===== src/rtl/hier_report_collector.sv =====
// hier_report_collector: round-robin fan-in of child reports into a small FIFO toward the parent,
// tagging each entry with the index of the child that produced it.
module hier_report_collector #(
    parameter int NUM_CHILD  = 15,
    parameter int DATA_W     = 8,
    parameter int FIFO_DEPTH = 4,
    parameter int CNT_W      = 16,
    localparam int IDX_W     = $clog2(NUM_CHILD)
) (
    input  logic                        clk,
    input  logic                        rst_n,
    input  logic [NUM_CHILD-1:0]        child_valid,
    input  logic [NUM_CHILD*DATA_W-1:0] child_data,
    output logic [NUM_CHILD-1:0]        child_ready,
    output logic                        up_valid,
    input  logic                        up_ready,
    output logic [IDX_W+DATA_W-1:0]     up_data,
    output logic [CNT_W-1:0]            report_cnt,
    output logic                        idle
);
    localparam int PTR_W = $clog2(FIFO_DEPTH);

    logic [IDX_W-1:0]        rr_ptr_q, rr_ptr_d, gnt_idx;
    logic [PTR_W:0]          count_q, count_d;
    logic [PTR_W-1:0]        wr_ptr_q, wr_ptr_d, rd_ptr_q, rd_ptr_d;
    logic [IDX_W+DATA_W-1:0] mem_q [FIFO_DEPTH];
    logic [IDX_W+DATA_W-1:0] mem_d [FIFO_DEPTH];
    logic [CNT_W-1:0]        cnt_q, cnt_d;
    logic                    push, pop, space, any_valid;
    int                      j;

    // Scan downward so the last hit is the nearest valid child at or after rr_ptr.
    always_comb begin
        space     = count_q < (PTR_W+1)'(FIFO_DEPTH);
        any_valid = 1'b0;
        gnt_idx   = '0;
        j         = 0;
        for (int k = NUM_CHILD - 1; k >= 0; k--) begin
            j = int'(rr_ptr_q) + k;
            if (j >= NUM_CHILD) j = j - NUM_CHILD;
            if (child_valid[j]) begin
                any_valid = 1'b1;
                gnt_idx   = IDX_W'(j);
            end
        end
        push        = any_valid && space && rst_n;
        child_ready = push ? (NUM_CHILD'(1) << gnt_idx) : '0;
    end

    always_comb begin
        up_valid   = count_q != '0;
        pop        = up_valid && up_ready;
        up_data    = up_valid ? mem_q[rd_ptr_q] : '0;
        report_cnt = cnt_q;
        idle       = (count_q == '0) && (child_valid == '0);
        rr_ptr_d   = push ? ((gnt_idx == IDX_W'(NUM_CHILD - 1)) ? '0 : gnt_idx + 1'b1) : rr_ptr_q;
        count_d    = count_q + {{PTR_W{1'b0}}, push} - {{PTR_W{1'b0}}, pop};
        wr_ptr_d   = wr_ptr_q + {{(PTR_W-1){1'b0}}, push};
        rd_ptr_d   = rd_ptr_q + {{(PTR_W-1){1'b0}}, pop};
        cnt_d      = (push && cnt_q != '1) ? cnt_q + 1'b1 : cnt_q;
        mem_d      = mem_q;
        if (push) mem_d[wr_ptr_q] = {gnt_idx, child_data[gnt_idx*DATA_W +: DATA_W]};
    end

    always_ff @(posedge clk or negedge rst_n) begin
        if (!rst_n) begin
            rr_ptr_q <= '0;
            count_q  <= '0;
            wr_ptr_q <= '0;
            rd_ptr_q <= '0;
            cnt_q    <= '0;
        end else begin
            rr_ptr_q <= rr_ptr_d;
            count_q  <= count_d;
            wr_ptr_q <= wr_ptr_d;
            rd_ptr_q <= rd_ptr_d;
            cnt_q    <= cnt_d;
        end
    end

    // Storage needs no reset: up_data is masked whenever the FIFO is empty.
    always_ff @(posedge clk) begin
        mem_q <= mem_d;
    end
endmodule


===== config.mk =====
export PLATFORM = sky130hd
export DESIGN_NAME = hier_report_collector
export DESIGN_NICKNAME = d
export VERILOG_FILES = /design/src/rtl/hier_report_collector.sv
export SDC_FILE = /design/constraint.sdc
export NUM_CORES = 1
export LEC_CHECK = 0
export ABC_AREA = 1
export CORE_ASPECT_RATIO = 0.5
export CORE_MARGIN = 2
export CORE_UTILIZATION = 40
export DETAILED_ROUTE_END_ITERATION = 8
export PLACE_DENSITY = 0.63
export SKIP_LAST_GASP = 1
export SYNTH_ARGS = -nofsm -noshare
export SYNTH_HDL_FRONTEND = slang
export SYNTH_SLANG_ARGS = --single-unit

===== constraint.sdc =====
create_clock -name clk -period 7.05 [get_ports clk]
set_clock_uncertainty 0.15 [all_clocks]
set_input_delay 0.705 -clock clk [delete_from_list [all_inputs] [get_ports clk]]
set_output_delay 0.705 -clock clk [all_outputs]
set_load 0.03 [all_outputs]

# Yosys cells after proc, flatten, opt, wreduce, memory -nomap -nowiden
# Index checks and enable logic that the tools add are counted.
[word_totals]
regBits = 75
inputBits = 138
out_inout_bits = 45
elab_cells = 192
[op_classes]
n_addsub = 35
magnitude_cmp = 34
eq_ne = 2
shifts = 2
muxes = 99
n_bitwise = 2
reduce_logical = 9
[op_table]
columns = ["op", "count"]
rows = [
  ["$lt 32x6->1 const B", 15],
  ["$mux 32", 15],
  ["$shiftx 120x8->8", 1],
  ["$sub 5x4->6 const B", 14],
  ["$ge 5x4->1 const B", 14],
  ["$mux 4", 16],
  ["$bmux 1 s4", 15],
  ["$bwmux 48", 1],
  ["$mux 12", 4],
  ["$mux 1", 45],
  ["$add 4x4->5 const B", 7],
  ["$bmux 12 s2", 1],
  ["$demux 12 s2", 1],
  ["$add 4x3->5 const B", 4],
  ["$add 16x1->16 const B", 1],
  ["$ne 16x16->1 const B", 1],
  ["$logic_not 15->1", 1],
  ["$mux 15", 1],
  ["$shl 1x4->15 const A", 1],
  ["$add 4x2->5 const B", 2],
  ["$ge 3x3->1 const B", 2],
  ["$logic_and 1x1->1", 6],
  ["$not 2->3", 2],
  ["$add 4x1->5 const B", 1],
  ["11 further kinds", 12],
]

# Depth between registers and ports, before layout
# Gate-level depths: netlist (run 1).
[depth]
word_depth = 25
mapped_depth = 41
mapped_depth_nobuf = 39

# Worst setup path after synthesis (run 1)
# No wires, ideal clock.
[synth_path]
path_kind = "reg2out"
start = "register rr_ptr_q[0]"
end = "output port child_ready[6]"
t_arrival_ns = 4.448
slack_ns = 1.747
stages_incl_launch_ff = 32
path_buffers = 5
path_cell_list = "dfrtp_1 buf_6 inv_2 buf_4 buf_2 ha_1 inv_1 a21oi_1 nand2_4 o21ai_0 nand3_1 nand3_1 nand3_1 nand2_1 nor2_1 nand2_1 nand2_1 nand2_1 nand2_1 nand2_1 nand2_1 nand2_1 nand2_1 nand2_1 nand2_1 nand2_1 nand2_2 nand2_4 nand2_2 buf_6 buf_6 nor4_1"
[synth_via]
word_cells_on_any_way = 138
cone_classes = "29 x add/sub; 15 x order compare; 1 x shift; 91 x mux; 2 x reduce/logical"
[synth_lines]
columns = ["item", "line_no", "text"]
rows = [
  ["from (decl)", "23", "logic [IDX_W-1:0] rr_ptr_q, rr_ptr_d, gnt_idx;"],
  ["from (signal assigned)", "73", "rr_ptr_q <= rr_ptr_d;"],
  ["$add 4x4->5", "39", "j = int'(rr_ptr_q) + k;"],
  ["$sub 5x4->6 / $ge 5x4->1 (equally long branches)", "40", "if (j >= NUM_CHILD) j = j - NUM_CHILD;"],
  ["$mux 32", "40", ""],
  ["$bmux 1 s4", "41", "if (child_valid[j]) begin"],
  ["$mux 1 (implied by the code) (2 in a row)", "41", ""],
  ["$mux 4 (14 in a row)", "41", ""],
  ["$mux 4 *", "41", ""],
  ["via gnt_idx[0]", "23", ""],
  ["$shl 1x4->15 *", "47", "child_ready = push ? (NUM_CHILD'(1) << gnt_idx) : '0;"],
  ["$mux 15 *", "47", ""],
  ["to (decl)", "14", "output logic [NUM_CHILD-1:0] child_ready,"],
]
# Mark *: on every way through the listed nets, which the timed path passes. The rest lies on a longest branch. The select of a mux whose other input is x is not followed.

# Final worst setup path (run 1)
[layout_path]
start = "register rr_ptr_q[1]"
end = "output port child_ready[12]"
# Same word-level chain as after synthesis.

==> summary.txt, run 1 <==
Place
  • Port Buffer Count: 182
  • Post-DP HPWL: 27600 µm
  • Final GP Congestion: 0.999

Logic synthesis
  • Syn Area/Cell: 5.91 µm²
  • FF+latch count, synth: 75
  • Mapped cell area: 9090 µm²
  • Gate Count Post-Synth: 1538
  • Yosys top cell area share: 21.1%
  • Sequential area share after synthesis: 23.3%
  • Top cell type by total area after synthesis: nand2_1
  • Synth area leaders: nand2_1 (21%), edfxtp_1 (16%), nand3_1 (10%), dfrtp_1 (7.4%), o21ai_0 (7.0%)
  • Syn_nets: 1700
  • Synth unique cells: 44
  • Ys Warns: 0

Global routing
  • GRT overflow: 0
  • Largest net degree at the start of global routing: 49
  • Vias in the first global route: 10100
  • Initial antenna violation count: 0
  • First-pass GRT wire length: 56800 µm
  • Global Route Usage Sum: 29.9%

Floorplanning
  • Die footprint: 24000 µm²
  • # rows: 38
  • Starting density of the core: 41.4%
  • Die height: 111 µm
  • IO Pins: 183
  • Die width: 217 µm
  • Area of the core: 22000 µm²

Worst setup path
  • Worst EP arrival: 5.73 ns
  • Worst EP required: 6.19 ns
  • Crit path max-delay family: buffers and inverters
  • Worst Setup End Kind: primary output
  • CP Class: reg2out
  • Cell mode on critical path: nand2_1
  • CP startpoint kind: flip-flop
  • Crit-path slowest cell: clkdlybuf4s50_1
  • Crit-path max FO: 14
  • Number of cells on the critical path: 27
  • Reg2Reg Depth: 35
  • CP max stage delay: 0.60 ns
  • Bufs and invs on worst path: 7

Timing
  • Slew Viols, Final: 0
  • Fmax: 0.152 GHz
  • Final Setup Violations: 0
  • Crit share post-route: 93.4%
  • Max_slew headroom: 42.3%
  • Setup TNS: 0 ns
  • RSZ-0062 raised after global routing: false
  • Final min period: 6.58 ns
  • Worst-Margin Slew: 0.865 ns
  • Final hold violation count: 0

Route
  • First drt pass iteration count: 6
  • Avg WL per Cell: 18.1 µm
  • Via count: 11100
  • Routed vias/inst: 5.53
  • Post-route ant nets: 0
  • DRC: 0
  • Initial DRC count: 1302
  • Final wirelength: 36400 µm

Clocking
  • Max Buffers Root-to-Sink: 2
  • CTS root buf: clkbuf_16
  • Sink Count: 75
  • CTS tree: done
  • H-tree levels: 3
  • CTS clk-pin slew, worst paths: 0.07 ns
  • Clk_lat worst skew: 0.33 ns
  • Hold buffer count at CTS: 0
  • TritonCTS buffer count: 9

Cells and area
  • Fillers: 2263
  • Post-layout net count: 1864
  • Ratio of cells with drive above 1 in the final layout: 8.61%
  • ANT cells: 0
  • Synth-to-layout area growth: 26.5%
  • Final Util: 52.3%

Worst hold path
  • Min-Delay Path Class: reg2reg
  • Hold Path Depth: 1

Outcome
  • Status: complete, no violations

Run
  • Max-cap violations: 0
==> registers in the layout, indices dropped and copies added (netlist names) <==
register / count
count_q: 3
wr_ptr_q: 2
mem_q: 48
rr_ptr_q: 4
report_cnt: 16
rd_ptr_q: 2
==> final timing paths <==
path / to / start / slack, ns
setup / recovery: child_ready[12] / rr_ptr_q[1] / 0.47
max in group asynchronous: rr_ptr_q[1] / rst_n / 5.86
setup reg to reg: mem_q[36] / rr_ptr_q[1] / 1.41
hold / removal: report_cnt[8] / report_cnt[8] / 0.35
min in group asynchronous: report_cnt[8] / rst_n / 0.60
hold reg to reg: report_cnt[8] / report_cnt[8] / 0.35
==> worst reg2reg max path: cells and delay by family, from the launching register on <==
kind	cells	cell delay, ns
flip-flops	1	0.53
AND/OR/NAND/NOR	26	2.40
AO/OA/AOI/OAI	2	0.32
buffers and inverters	6	1.43
adder cells (fa/ha/maj)	1	0.51
==> through the flow <==
step	cell area [µm²]	setup WS (ns)	instances	hold slack [ns]
final	11500	0.467	2007	0.353
after global routing	11500	0.0334	2007	0.384
after CTS	11500	0.0306	2004	0.353
after detailed placement	11200	0.415	1988	0.346
after global placement	11200	0.639	1988	0.340
after floorplan	9090	1.75	1538	0.259
==> metal layers <==
metal	share of wire (%)	vias to the layer above	GRT usage, %
met5	0	-	0
li1	-	5406	-
met2	45	490	48.3
met3	7.9	78	3.75
met4	3.2	0	9.45
met1	44	5129	41.4
==> final cells by class <==
cell class                      count  area, µm²  area share [%]
Timing Repair Buffer              219       2070            18.0
Sequential cell                    75       2120            18.4
Clock inverter                      7       70.1           0.609
Clock buffer                        9        225            1.96
Multi-Input combinational cell   1241       6030            52.4
Tap cell                          300        375            3.26
Inverter                          156        604            5.26
==> repair_timing <==
item,CTS,global route
setup endpoints to repair,0,14
gates resized for setup,0,9
buffers inserted,0,3
==> cells by family after synthesis <==
group	synth area share, %
adders and majority gates	3.39
DFF	23.3
AOI/OAI and AO/OA	17.9
buffers and inverters	10.5
and+or+nand+nor	41.9
xor gates and xnor gates	3.00
==> synthesized netlist by cell type (all sizes together) <==
library cell and instances:
nand2 542, nand3 184, o21ai 153, inv 151
nor2 137, a21oi 72, edfxtp 48, buf 38
o211ai 36, clkbuf 28, dfrtp 27, ha 23
xor2 21, nor3 16, o22ai 9, nand4 8
xnor2 8, nand3b 6, o221ai 6, a31oi 5
clkinv 5, nor4 5, or2 3, o21bai 2
o311ai 2, a22oi 1, a311o 1, fa 1
==> cells in the final DEF (no fill, tap or decap), types with 5 or more instances in the layout <==
| cell type | instances |
|---|---|
| clkdlybuf4s50_1 | 172 |
| nand3_1 | 182 |
| a31oi_1 | 5 |
| xor2_1 | 20 |
| clkbuf_16 | 9 |
| dfrtp_1 | 25 |
| ha_1 | 22 |
| edfxtp_1 | 48 |
| inv_1 | 124 |
| buf_4 | 47 |
| o21ai_2 | 5 |
| nand2_1 | 510 |
| nand3b_1 | 6 |
| o221ai_1 | 6 |
| nand4_1 | 8 |
| nor3_1 | 15 |
| o21ai_0 | 126 |
| nand2_2 | 29 |
| a21oi_1 | 68 |
| o211ai_1 | 35 |
| xnor2_1 | 8 |
| inv_2 | 23 |
| nor2_1 | 133 |
| o21ai_1 | 22 |
| nor4_1 | 5 |
| o22ai_1 | 9 |
Power of run 1 is left out: the tool's default activity adds up to more than one toggle a clock period on the data nets, which glitch-free logic cannot reach.
==> run 2: changes to the inputs <==
--- a/config.mk
+++ b/config.mk
@@ -7,10 +7,8 @@
 export LEC_CHECK = 0
 export ABC_AREA = 1
 export CORE_ASPECT_RATIO = 0.5
-export CORE_MARGIN = 2
 export CORE_UTILIZATION = 40
 export DETAILED_ROUTE_END_ITERATION = 8
-export PLACE_DENSITY = 0.63
 export SKIP_LAST_GASP = 1
 export SYNTH_ARGS = -nofsm -noshare
 export SYNTH_HDL_FRONTEND = slang
==> run 2 against run 1 <==
  * Non-clock buffer count shrank 2
  * Hold slack lost 0.0060 ns
  * Setup slack gained 0.049 ns
  * Fmax grew 0.74%
  * Core utilization shrank 0.074 points
  * Critical path depth shrank 1
  * Wire length grew 1.3%
  * Highest routed layer unchanged
==> summary.txt, run 2 (synthesized netlist as in run 1, its figures left out) <==
Clocking
  • CTS clk-pin slew, worst paths: 0.07 ns (about the same)
  • CTS tree: done (unchanged)
  • Hold buffer count at CTS: 0 (unchanged)
  • Clk_lat worst skew: 0.34 ns (was 0.33 ns)
  • CTS root buf: clkbuf_16 (unchanged)
  • H-tree levels: 3 (unchanged)
  • TritonCTS buffer count: 9 (unchanged)
  • Max Buffers Root-to-Sink: 2 (unchanged)
  • Sink Count: 75 (unchanged)

Worst setup path
  • Flop2flop setup slack: 1.28 ns (was 1.41 ns)
  • Worst r2r src: rr_ptr_q[1] (unchanged)
  • Bufs and invs on worst path: 6 (was 7)
  • Worst Setup End Kind: primary output (unchanged)
  • Worst EP required: 6.19 ns (about the same)
  • Crit-path slowest cell: clkdlybuf4s50_1 (unchanged)
  • Crit-path max FO: 13 (was 14)
  • Worst EP arrival: 5.68 ns (was 5.73 ns)
  • Crit path max-delay family: buffers and inverters (unchanged)
  • CP Class: reg2out (unchanged)
  • CP max stage delay: 0.68 ns (was 0.60 ns)
  • Reg2Reg Depth: 34 (was 35)
  • FF-to-FF End: mem_q[15] (was mem_q[36])
  • Cell mode on critical path: nand2_1 (unchanged)
  • CP startpoint kind: flip-flop (unchanged)

Global routing
  • Initial antenna violation count: 0 (unchanged)
  • Largest net degree at the start of global routing: 49 (unchanged)
  • Vias in the first global route: 10200 (was 10100)
  • First-pass GRT wire length: 57000 µm (was 56800 µm)
  • GRT overflow: 0 (unchanged)
  • Global Route Usage Sum: 31.4% (was 29.9%)

Place
  • Final GP Congestion: 1.03 (was 0.999)
  • Post-DP HPWL: 28000 µm (was 27600 µm)
  • Port Buffer Count: 182 (unchanged)

Floorplanning
  • Area of the core: 22000 µm² (unchanged)
  • Die width: 215 µm (was 217 µm)
  • Die height: 109 µm (was 111 µm)
  • IO Pins: 183 (unchanged)
  • # rows: 38 (unchanged)
  • Starting density of the core: 41.4% (unchanged)
  • Die footprint: 23400 µm² (was 24000 µm²)

Worst hold path
  • Min-Delay Path Class: reg2reg (unchanged)
  • Hold Path End: report_cnt[4] (was report_cnt[8])
  • Hold Path Depth: 1 (unchanged)
  • Hold path startpoint: report_cnt[4] (was report_cnt[8])

Route
  • Final wirelength: 36900 µm (was 36400 µm)
  • First drt pass iteration count: 8 (was 6)
  • Post-route ant nets: 0 (unchanged)
  • Wl on met1: 16100 µm (was 15900 µm)
  • Initial DRC count: 1178 (was 1302)
  • Met2 wire length: 16700 µm (was 16400 µm)
  • Routed vias/inst: 5.56 (was 5.53)
  • DRC: 0 (unchanged)
  • Top sig layer: met4 (unchanged)
  • Met3 WL: 2740 µm (was 2890 µm)
  • Avg WL per Cell: 18.4 µm (was 18.1 µm)
  • Via count: 11200 (was 11100)

Timing
  • Final Setup Violations: 0 (unchanged)
  • Final min period: 6.53 ns (was 6.58 ns)
  • Crit share post-route: 92.7% (was 93.4%)
  • Final hold violation count: 0 (unchanged)
  • Setup TNS: 0 ns (unchanged)
  • Worst-Margin Slew: 0.931 ns (was 0.865 ns)
  • Slew Viols, Final: 0 (unchanged)
  • Max_slew headroom: 37.9% (was 42.3%)
  • RSZ-0062 raised after global routing: false (unchanged)
  • Fmax: 0.153 GHz (was 0.152 GHz)

Cells and area
  • Most flops, register: mem_q (unchanged)
  • Ratio of cells with drive above 1 in the final layout: 8.62% (was 8.61%)
  • Synth-to-layout area growth: 26.3% (was 26.5%)
  • Largest register FFs: 48 (unchanged)
  • Most frequent cells in the layout: nand2_1 (510), nand3_1 (182), clkdlybuf4s50_1 (170) (was nand2_1 (510), nand3_1 (182), clkdlybuf4s50_1 (172))
  • ANT cells: 0 (unchanged)
  • Commonest non-fill, non-tap cell in the layout: nand2_1 (unchanged)
  • Post-layout net count: 1862 (was 1864)

Run
  • Max-cap violations: 0 (unchanged)

Outcome
  • Status: complete, no violations (unchanged)
==> run 2: cell types whose count changed in the layout (fill, tap and decap cells not counted) <==
cell,delta
inv_8,+2
clkdlybuf4s50_1,-2
inv_6,-1
dfrtp_1,-1
clkinv_1,+1
dfrtp_2,+1
clkinvlp_4,-2
==> run 2: what timing repair did <==
| action | 4_1_cts | 5_1_grt |
|---|---|---|
| buffers inserted | 0 | 4 |
| gates resized for setup | 0 | 9 |
| endpoints found under the setup margin | 0 | 10 |
| endpoints found under the hold margin | 0 | 0 |
==> run 2: layout make-up <==
cell class	instances	area, µm²
clock buffers	9	225
clock inverters	7	76.3
fillers	2260	10500
inverters	156	601
multi-input cells	1241	6030
flip-flops and latches	75	2120
well taps	300	375
repair buffers	217	2050
==> run 2: worst max path at each step <==
stage | from | endpoint | slack [ns] | depth (start not counted)
finish | rr_ptr_q[1] | child_ready[4] | 0.52 | 26
global route | rr_ptr_q[1] | child_ready[4] | 0.003 | 26
CTS | rr_ptr_q[1] | child_ready[8] | 0.33 | 26
detailed placement | rr_ptr_q[1] | child_ready[8] | 0.72 | 26
global placement | rr_ptr_q[1] | child_ready[4] | 0.81 | 26
floorplan | rr_ptr_q[0] | child_ready[6] | 1.75 | 31
==> run 2: through the flow <==
stage / cell area, µm² / hold slack, ns / util [%] / setup slack (ns) / instances
after floorplan: 9090 / 0.259 / - / 1.75 / 1538
after CTS: 11400 / 0.350 / 52.1 / 0.332 / 2001
after global routing: 11500 / 0.377 / 52.3 / 0.00292 / 2005
final: 11500 / 0.347 / 52.3 / 0.515 / 2005
after detailed placement: 11100 / 0.337 / 50.7 / 0.723 / 1985
after global placement: 11100 / 0.337 / 50.7 / 0.811 / 1985
==> run 2: routing by layer <==
metal  vias up  GRT usage [%]
met4         0           12.3
met5         -              0
met2       510           52.8
met1      5140           40.9
met3        99           4.42
li1       5405              -
Power of run 2 is left out for the same reason.
==> patch 1: new RTL, config.mk and constraints of run 1 <==
Register the output `report_cnt`, with the module's reset; this adds one clock of latency there. The other outputs are not delayed to match.
--- a/src/rtl/hier_report_collector.sv
+++ b/src/rtl/hier_report_collector.sv
@@ -20,4 +20,6 @@
 );
     localparam int PTR_W = $clog2(FIFO_DEPTH);
+
+    logic [CNT_W-1:0] report_cnt_d;
 
     logic [IDX_W-1:0]        rr_ptr_q, rr_ptr_d, gnt_idx;
@@ -52,5 +54,5 @@
         pop        = up_valid && up_ready;
         up_data    = up_valid ? mem_q[rd_ptr_q] : '0;
-        report_cnt = cnt_q;
+        report_cnt_d = cnt_q;
         idle       = (count_q == '0) && (child_valid == '0);
         rr_ptr_d   = push ? ((gnt_idx == IDX_W'(NUM_CHILD - 1)) ? '0 : gnt_idx + 1'b1) : rr_ptr_q;
@@ -83,4 +85,12 @@
         mem_q <= mem_d;
     end
+    always_ff @(posedge clk or negedge rst_n) begin
+        if (!rst_n) begin
+            report_cnt <= '0;
+        end else begin
+            report_cnt <= report_cnt_d;
+        end
+    end
+
 endmodule
 
Function: changed (Yosys sat finds a counterexample within 4 cycles, from zero or initial values and one cycle with rst_n low).
==> patch 1 against run 1 <==
Via count grew 0.68%; sequential cell count grew 16; worst setup slack gained 110 ps; routed wire length grew 3.0%; synthesized cell count shrank 0.20%; utilization shrank 0.77 points; design area grew 3.7%; synthesized area grew 5.3%; global-route usage shrank 0.37 points; sequential share of layout area grew 2.7 points; hold slack lost 110 ps; count of clock-buffer cells in the layout is the same.
Power is not shown: default switching activity piles up to over one toggle a cycle in this logic, so the estimate is an artifact.
==> patch 1: results <==
[logic_synthesis]
yosys.cell_types.count = 54
synthArstFlopShare = 0.4725
ys.flop_type = "edfxtp_1"
synthTopCellsByCount = "nand2_1 (497), nand3_1 (183), nor2_1 (135), inv_1 (125), o21ai_0 (119)"
syn-num-nets = 1697
synth_area_leaders = "nand2_1 (19%), edfxtp_1 (15%), dfrtp_1 (11%), nand3_1 (9.6%), o21ai_0 (6.2%)"
yosysSeqAreaShare = 0.2629
synthCells = 1535

[hold_path]
worstHoldStart = "cnt_q[10]"
holdPathEnd = "report_cnt[10]"
worst_hold_path.num_cells = 0

[clock_tree]
cts.clk_slew.worst_paths_ps = 70
post_cts_resized = 0
cts_made_buffers = 9
clk_path_buf_depth = 2
cts_htree_levels = 3
post_cts_buffers = 0
clock_latency_ps = 340

[global_routing]
grt_max_degree = 60
grt_use_total = 0.2951
grt_pass1_vias = 10390
grt_pass1_wl_mm = 58.24

[worst_setup_path]
reg2reg_depth = 30
critPathArrivalTime_ps = 5620
critPathTopFamily = "simple AND/OR/NAND/NOR gates"
crit_path_max_incr_delay_ps = 680
reg2reg_slack_ps = 1490
cp_max_fo = 34
r2r_end = "mem_q[12]"

[sta]
relSlewSlack = 0.2328
max_freq_ghz = 0.1545

[routing]
dr.pass1.iters = 6
vias = 11180
drt-vias-per-instance = 5.584
wire_per_inst_microns = 18.74
drtIter0Drc = 1241

[finish]
fill_cells = 2319
nets = 1852
top_regs = "mem_q: 48 flops, cnt_q: 16 flops, report_cnt: 16 flops"
drive_above_1_share = 0.07847

[status]
status = "completed"

[place]
hpwl_mm = 28.40
dp_slack_ps = 507.0
place_congestion = 1.011
-- patch 1: kinds of logic after synthesis --
logic type / count (synthesis) / synth area share
compound gates: 283 / 0.1750
simple gates: 894 / 0.4004
flops: 91 / 0.2629
xor+xnor: 30 / 0.03136
fa+ha+maj: 24 / 0.03215
buf+inv: 213 / 0.09815
-- patch 1: routing by layer --
| layer | vias up | GRT usage | part of all wire |
|---|---|---|---|
| met4 | 0 | 0.1145 | 0.035 |
| met2 | 532 | 0.4994 | 0.46 |
| met1 | 5156 | 0.3850 | 0.43 |
| li1 | 5400 | - | - |
| met5 | - | 0 | 0 |
| met3 | 91 | 0.04328 | 0.080 |
-- patch 1: worst max path at each step --
stage,cells past startpoint,end,start
after floorplan,35,child_ready[13],rr_ptr_q[0]
after global placement,30,child_ready[13],rr_ptr_q[2]
after detailed placement,30,child_ready[13],rr_ptr_q[2]
after CTS,30,child_ready[13],rr_ptr_q[2]
after global routing,34,child_ready[9],rr_ptr_q[1]
final,29,child_ready[9],rr_ptr_q[1]
-- patch 1: stage by stage --
| step | instance area (sq um) | hold slack [ps] |
|---|---|---|
| floorplan | 9574 | 203.7 |
| global placement | 11590 | 209.9 |
| detailed placement | 11590 | 221.3 |
| CTS | 11900 | 234.4 |
| global route | 11930 | 250.3 |
| finish | 11930 | 244.7 |
-- patch 1: cell type report --
cell class / count / area, sq um / share of cell area
sequential: 91 / 2520 / 0.2113
tap: 307 / 384.1 / 0.03220
clock buffer: 9 / 225.2 / 0.01888
clock inverter: 7 / 81.33 / 0.006818
timing repair buffer: 213 / 2042 / 0.1712
multi-input combinational: 1231 / 6130 / 0.5139
inverter: 144 / 545.5 / 0.04574
==> patch 2: new RTL, settings of run 1 <==
Made on the original files. `DATA_W`: 8 -> 12.
--- a/src/rtl/hier_report_collector.sv
+++ b/src/rtl/hier_report_collector.sv
@@ -3,5 +3,5 @@
 module hier_report_collector #(
     parameter int NUM_CHILD  = 15,
-    parameter int DATA_W     = 8,
+    parameter int DATA_W     = 12,
     parameter int FIFO_DEPTH = 4,
     parameter int CNT_W      = 16,
Ports: changed (resized child_data and up_data); port bits go from 183 to 247. The function was not compared with the original's and may differ.
==> patch 2 against run 1 <==
Sequential cell count increased by 16; synthesized area increased by 14%; critical path type unchanged; critical endpoint is now child_ready[6]; highest routed layer unchanged; hold slack got worse by 6.9 ps; worst setup slack got worse by 38 ps; design area increased by 16%; routed wire length increased by 11%.
Power is not shown: default switching activity piles up to over one toggle a cycle in this logic, so the estimate is an artifact.
==> patch 2: results <==
[logic_synthesis]
syn-num-nets = 1938
synth_area_leaders = "nand2_1 (24%), edfxtp_1 (19%), nand3_1 (9.8%), dfrtp_1 (6.5%), nor2_1 (5.6%)"
yosys.cell_types.count = 51
synthTopCellsByCount = "nand2_1 (655), nand3_1 (203), nor2_1 (153), inv_1 (113), o21ai_0 (109)"
synth_edf_count = 64
synthArstFlopShare = 0.2967
syn_avg_cell_area_sq_um = 6.026
yosysSeqAreaShare = 0.2512

[worst_setup_path]
slowest_stage = "clkdlybuf4s50_1"
cp_max_fo = 15
critPathArrivalTime_ps = 5770
crit_path_max_incr_delay_ps = 680

[sta]
worst_slew_pin_slew_ps = 924.9

[place]
dp_slack_ps = 712.6
hpwl_mm = 30.27
place_congestion = 1.017
io_buffers = 246
place_area_sq_um = 13030

[status]
status = "completed"

[finish]
nets = 2146
drive_above_1_share = 0.06687
largest_reg_flops = 64
stdcell_count = 2273
top_register = "mem_q"

[global_routing]
grt_use_total = 0.2938
grt_max_degree = 68
grt_pass1_wl_mm = 63.65

[routing]
wire_per_inst_microns = 17.83
dr.pass1.iters = 8
drtIter0Drc = 1149
vias = 12240

[clock_tree]
cts_root_buf = "clkbuf_16"
==> patch 2: path summary, 6_finish.rpt <==
path	from	end	slack (ps)	cells after the start
min in group asynchronous	rst_n	report_cnt[7]	590	2
max	rr_ptr_q[2]	child_ready[6]	430	30
min reg2reg	report_cnt[4]	report_cnt[4]	350	1
min	report_cnt[4]	report_cnt[4]	350	1
max reg2reg	rr_ptr_q[2]	mem_q[22]	950	35
max in group asynchronous	rst_n	rr_ptr_q[1]	5860	2
==> patch 2: per-layer routing <==
metal,global-route usage,vias to the layer above,routed length [microns]
met1,0.3857,5553,16900
met5,0,-,0
met3,0.03173,98,3045
met2,0.4953,496,19010
li1,-,6090,-
met4,0.1145,0,1569
==> patch 2: cell type report <==
class,instances,area [sq um]
fillers,2656,11940
repair buffers,279,2683
inverters,136,516.7
flip-flops and latches,91,2599
clock buffers,9,225.2
multi-input cells,1407,6820
clock inverters,7,81.33
well taps,344,430.4
==> patch 2: worst max-delay path, delay by kind of cell (launching register included) <==
kind                       cells  cell delay, ps
and+or+nand+nor               20            2360
buffers and inverters          4            1140
AOI/OAI and AO/OA              5             910
adders and majority gates      1             390
DFF                            1             650
==> patch 2: cells by family (layout without fill, tap and decap cells) <==
logic type               Yosys count  in the layout  synth area share
XOR/XNOR                          31             31           0.03134
multiplexers                       1              1          0.001089
flip-flops                        91             91            0.2512
AO/OA/AOI/OAI                    275            275            0.1597
AND/OR/NAND/NOR                 1076           1076            0.4339
adder cells (fa/ha/maj)           24             24           0.02976
buffers and inverters            218            431           0.09304
